--- config.mk ---
export PLATFORM = sky130hd
export DESIGN_NAME = seq_multiplier
export DESIGN_NICKNAME = d
export VERILOG_FILES = /design/src/rtl/mult_pkg.sv /design/src/rtl/halfAdder.sv /design/src/rtl/ripple_adder.sv /design/src/rtl/seq_multiplier.sv
export SDC_FILE = /design/constraint.sdc
export NUM_CORES = 1
export LEC_CHECK = 0
export ABC_CLOCK_PERIOD_IN_PS = 5230
export BUFFER_PORTS_ARGS = -buffer_cell sky130_fd_sc_hd__buf_2
export CAP_MARGIN = 20
export CORE_MARGIN = 2
export CORE_UTILIZATION = 50
export CTS_BUF_LIST = sky130_fd_sc_hd__clkbuf_8 sky130_fd_sc_hd__clkbuf_16
export DETAILED_ROUTE_END_ITERATION = 10
export PLACE_DENSITY = 0.73
export SLEW_MARGIN = 20
export SYNTH_ARGS = -nofsm -noshare
export SYNTH_HDL_FRONTEND = slang
export SYNTH_SLANG_ARGS = --single-unit
--- constraint.sdc ---
create_clock -name clk -period 5.23 [get_ports clk]
set_clock_uncertainty 0.1 [all_clocks]
set_input_delay 1.046 -clock clk [delete_from_list [all_inputs] [get_ports clk]]
set_output_delay 1.046 -clock clk [all_outputs]
set_load 0.01 [all_outputs]
--- src/rtl/mult_pkg.sv ---
// Shared types and defaults for the sequential shift-add multiplier.
// Holds the FSM state encoding and the default operand width.
package mult_pkg;

  typedef enum logic [1:0] {
    IDLE = 2'd0,
    RUN  = 2'd1,
    DONE = 2'd2
  } state_t;

  localparam int DEFAULT_WIDTH = 4;

endpackage

--- src/rtl/halfAdder.sv ---
// Single-bit half adder cell: s = a ^ b, c = a & b.
// Combinational, no backpressure.
module halfAdder (
  input  logic a,
  input  logic b,
  output logic s,
  output logic c
);

  assign s = a ^ b;
  assign c = a & b;

endmodule

--- src/rtl/ripple_adder.sv ---
// WIDTH-bit ripple-carry adder built from half-adder pairs; {cout, sum} = a + b + cin.
// Purely combinational, no backpressure.
module ripple_adder #(
  parameter int WIDTH = 4
) (
  input  logic [WIDTH-1:0] a,
  input  logic [WIDTH-1:0] b,
  input  logic             cin,
  output logic [WIDTH-1:0] sum,
  output logic             cout
);

  logic [WIDTH:0] carry;

  assign carry[0] = cin;

  for (genvar i = 0; i < WIDTH; i++) begin : g_bit
    logic s0, c0, c1;
    // Full adder: the two half-adder carries can never both be set, so OR merges them.
    halfAdder u_ha0 (.a(a[i]), .b(b[i]),     .s(s0),     .c(c0));
    halfAdder u_ha1 (.a(s0),   .b(carry[i]), .s(sum[i]), .c(c1));
    assign carry[i+1] = c0 | c1;
  end

  assign cout = carry[WIDTH];

endmodule

--- src/rtl/seq_multiplier.sv ---
// Unsigned shift-add multiplier: one partial product per RUN cycle, WIDTH RUN cycles then a DONE cycle.
// Accepts start only in IDLE; starts in RUN/DONE are dropped, P holds until the next DONE.
module seq_multiplier
  import mult_pkg::*;
#(
  parameter int WIDTH = DEFAULT_WIDTH
) (
  input  logic               clk,
  input  logic               reset,
  input  logic [WIDTH-1:0]   A,
  input  logic [WIDTH-1:0]   B,
  input  logic               start,
  output logic [2*WIDTH-1:0] P,
  output logic               busy,
  output logic               done
);

  localparam int CW = $clog2(WIDTH) + 1;
  localparam logic [CW-1:0] LAST = CW'(WIDTH - 1);

  state_t             state_q, state_d;
  logic [WIDTH-1:0]   mcand_q, mcand_d;
  logic [WIDTH-1:0]   mult_q, mult_d;
  logic [WIDTH-1:0]   acc_q, acc_d;
  logic               carry_q, carry_d;
  logic [CW-1:0]      cnt_q, cnt_d;
  logic [2*WIDTH-1:0] p_q, p_d;

  logic [WIDTH-1:0]   add_b;
  logic [WIDTH-1:0]   add_sum;
  logic               add_cout;

  assign add_b = mult_q[0] ? mcand_q : '0;

  ripple_adder #(.WIDTH(WIDTH)) u_add (
    .a    (acc_q),
    .b    (add_b),
    .cin  (carry_q),
    .sum  (add_sum),
    .cout (add_cout)
  );

  always_comb begin
    state_d = state_q;
    mcand_d = mcand_q;
    mult_d  = mult_q;
    acc_d   = acc_q;
    carry_d = carry_q;
    cnt_d   = cnt_q;
    p_d     = p_q;
    case (state_q)
      IDLE: begin
        if (start) begin
          mcand_d = A;
          mult_d  = B;
          acc_d   = '0;
          carry_d = 1'b0;
          cnt_d   = '0;
          state_d = RUN;
        end
      end
      RUN: begin
        // Shift {cout, sum, multiplier} right by one; the vacated carry bit becomes 0.
        acc_d   = {add_cout, add_sum[WIDTH-1:1]};
        mult_d  = {add_sum[0], mult_q[WIDTH-1:1]};
        carry_d = 1'b0;
        cnt_d   = cnt_q + CW'(1);
        if (cnt_q == LAST) begin
          state_d = DONE;
          p_d     = {acc_d, mult_d};
        end
      end
      DONE:    state_d = IDLE;
      default: state_d = IDLE;
    endcase
  end

  always_ff @(posedge clk) begin
    if (reset) begin
      state_q <= IDLE;
      mcand_q <= '0;
      mult_q  <= '0;
      acc_q   <= '0;
      carry_q <= 1'b0;
      cnt_q   <= '0;
      p_q     <= '0;
    end else begin
      state_q <= state_d;
      mcand_q <= mcand_d;
      mult_q  <= mult_d;
      acc_q   <= acc_d;
      carry_q <= carry_d;
      cnt_q   <= cnt_d;
      p_q     <= p_d;
    end
  end

  assign P    = p_q;
  assign busy = (state_q != IDLE);
  assign done = (state_q == DONE);

endmodule

==> impl_metrics.tcl <==
set metrics [dict create \
    status "finished, final reports clean" \
    final_cells 161 \
    gp_congestion 0.7978 \
    die-area_mm2 0.002735 \
    crit_arrival_ns 1.31 \
    worstRegToRegCells 10 \
    start_kind "flop" \
    cts_tree "yes" \
    slew_violations 0 \
    core-area_mm2 0.002212 \
    clock_latency_ns 0.27 \
    num_vias 836 \
    synth_top_area_cell "dfxtp_1" \
    finalCriticalPeriod_ns 2.455 \
    crit_type "flop to output pin" \
    clockBufferDepth 2 \
    cap_viol_max_count 0 \
    path_buf_inv 1 \
    worst_setup_path_end_kind "output pin" \
    cts-buffers-inserted 3 \
    finalHoldViolCount 0 \
    min_to "P[5]" \
    cts_setup_buffers 0 \
    areaGrowthSynthToFinish_pct 10.52 \
    ctsHoldBuffers 0 \
    first_pass_iters 4 \
    tightestPinTransition_ns 0.6159 \
    wire_per_inst_um 13.07 \
    io_buffer_count 20 \
    dp_hpwl_mm 1.572 \
    synthTopCellsByArea "dfxtp_1 (43%), mux2i_1 (7.7%), a211oi_2 (7.5%)" \
    final_layout_size_suffix_gt1_share_pct 27.07 \
    grt_pass1_wl_mm 3.429 \
    finalPower_mw 0.3501 \
    antenna_found_initial 0 \
    yosysSeqAreaShare_pct 42.92 \
    grt_pass1_vias 798 \
    grt_max_degree 26 \
    worstReg2RegEnd "acc_q[2]" \
    min_from "P[5]" \
    start_util_pct 52.71 \
    syn-cell-area_mm2 0.001166 \
    fmax_ghz 0.4073 \
    synth.avg_cell_area_um2 10.05 \
    finalSetupTns_ns 0 \
    path_clk_slew_ns 0.08 \
    path_cells "or2_2 > buf_2" \
    synth_top_area_share_pct 42.92 \
    ys_ff_latch 25 \
    critical-path-max-stage-delay_ns 0.72 \
    grt-ovfl-total 0 \
    final_cell_mix "dfxtp_1 (25), buf_2 (20), nor2_1 (17)" \
    vias_per_cell 5.193 \
    synth.net_count 133 \
    power_density_mw_per_mm2 271.7 \
    rsz0062_at_grt "false" \
    drc 0 \
    hold_path_class "flop to flop" \
    die_w_um 52.30 \
    io_pins 21 \
    holdPathStages 2 \
    regToRegSetupSlack_ns 2.94 \
    htreeDepth 1 \
    relSlewSlack_pct 58.89 \
    layout_commonest_cell "dfxtp_1" \
    synth_cells 116 \
    diodes 0 \
    num_rows 17 \
    track_usage_pct 17.11 \
    drt-initial-drc-count 15 \
    synth_cell_types 27 \
    r2r-start "mult_q[0]" \
    drtAntennaViolNets 0 \
    cts.sinks 25 \
    ys_warn_count 0 \
    whs_ns 0.3572 \
    cp_data_required_time_ns 4.08 \
    setup_viol 0 \
    cp_max_fo 14 \
    fin_crit_sh_pct 46.95 \
    crit_path_top_delay_cell "dfxtp_1" \
    wl_mm 2.104 \
    root_buffer "clkbuf_8" \
    final_nets 151 \
    critPathTopFamily "flip-flops" \
    place_inst 157 \
    die_height_um 52.30 \
    leakagePower_nw 0.5364 \
    finish.utilization_pct 58.26 \
    ir_drop_uv 183.2 \
    post_cts_resized 0 \
]
==> layer usage <==
layer	wire length [µm]	share of wire [%]	global-route usage, %
met1	963	46	20.18
met4	14	0.67	8.120
met3	70	3.3	3.714
met5	0	0	0
met2	1055	50	29.17
==> power by group <==
part	leakage, nW	switching (mW)	internal (mW)
Combinational	0.307	0.0179	0.0166
Sequential	0.204	0.00734	0.197
Clock	0.0255	0.0583	0.0532
Total	0.536	0.0834	0.267
==> how the worst max path moves through the flow <==
| stage | startpoint | end | cells past startpoint |
|---|---|---|---|
| 6_report | state_q[0] | busy | 2 |
| 5_1_grt | state_q[0] | busy | 2 |
| 4_1_cts | state_q[0] | busy | 2 |
| 3_5_place_dp | mult_q[0] | acc_q[2] | 10 |
| 3_3_place_gp | mult_q[0] | acc_q[2] | 10 |
| 2_1_floorplan | mult_q[0] | acc_q[2] | 10 |
==> worst register-to-register path, stage by stage (launching register included) <==
cell       delay (ns)
dfxtp_1          0.39
and2_1           0.14
ha_1             0.14
inv_1            0.04
fa_1             0.34
inv_1            0.07
fa_1             0.16
inv_1            0.05
fa_1             0.51
a2bb2oi_1        0.17
nor2_1           0.06
==> flip-flops by register name, summed over array words and instances (netlist names) <==
name	cells
mcand_q	4
mult_q	4
state_q	2
acc_q	4
cnt_q	3
P	8
==> synthesized netlist by cell type, drive strengths merged <==
library cell   n
a211oi         8
a21oi          5
a22oi          2
a2bb2oi        4
and2           2
and2b          1
and3b          1
buf            6
clkbuf         1
dfxtp         25
fa             3
ha             3
inv            7
mux2i          9
nand2         12
nand3b         1
nor2          19
nor2b          1
nor3           1
nor3b          1
o21ba          1
o21bai         1
or2            1
or2b           1
==> cell families (layout without fill, tap and decap cells) <==
group | count (synthesis) | after routing | share of synthesized area [%]
AND/OR/NAND/NOR | 41 | 41 | 17.28
flip-flops | 25 | 25 | 42.92
adder cells (fa/ha/maj) | 6 | 6 | 8.370
buffers and inverters | 14 | 31 | 7.296
multiplexers | 9 | 9 | 7.726
AO/OA/AOI/OAI | 21 | 21 | 16.42
==> layout make-up <==
| cell class | count | area (µm²) |
|---|---|---|
| clock buffer | 3 | 41.29 |
| clock inverter | 1 | 5.005 |
| fill | 210 | 923.4 |
| inverter | 7 | 26.28 |
| multi-input combinational | 77 | 580.6 |
| sequential | 25 | 500.5 |
| tap | 28 | 35.03 |
| timing repair buffer | 20 | 100.1 |
==> per-stage QoR <==
step | area, µm² | setup WS, ns
2_1_floorplan | 1166 | 3.079
3_3_place_gp | 1242 | 3.017
3_5_place_dp | 1242 | 2.945
4_1_cts | 1289 | 2.765
5_1_grt | 1289 | 2.677
6_report | 1289 | 2.775
Note: power is estimated with default switching activity, not from simulation.
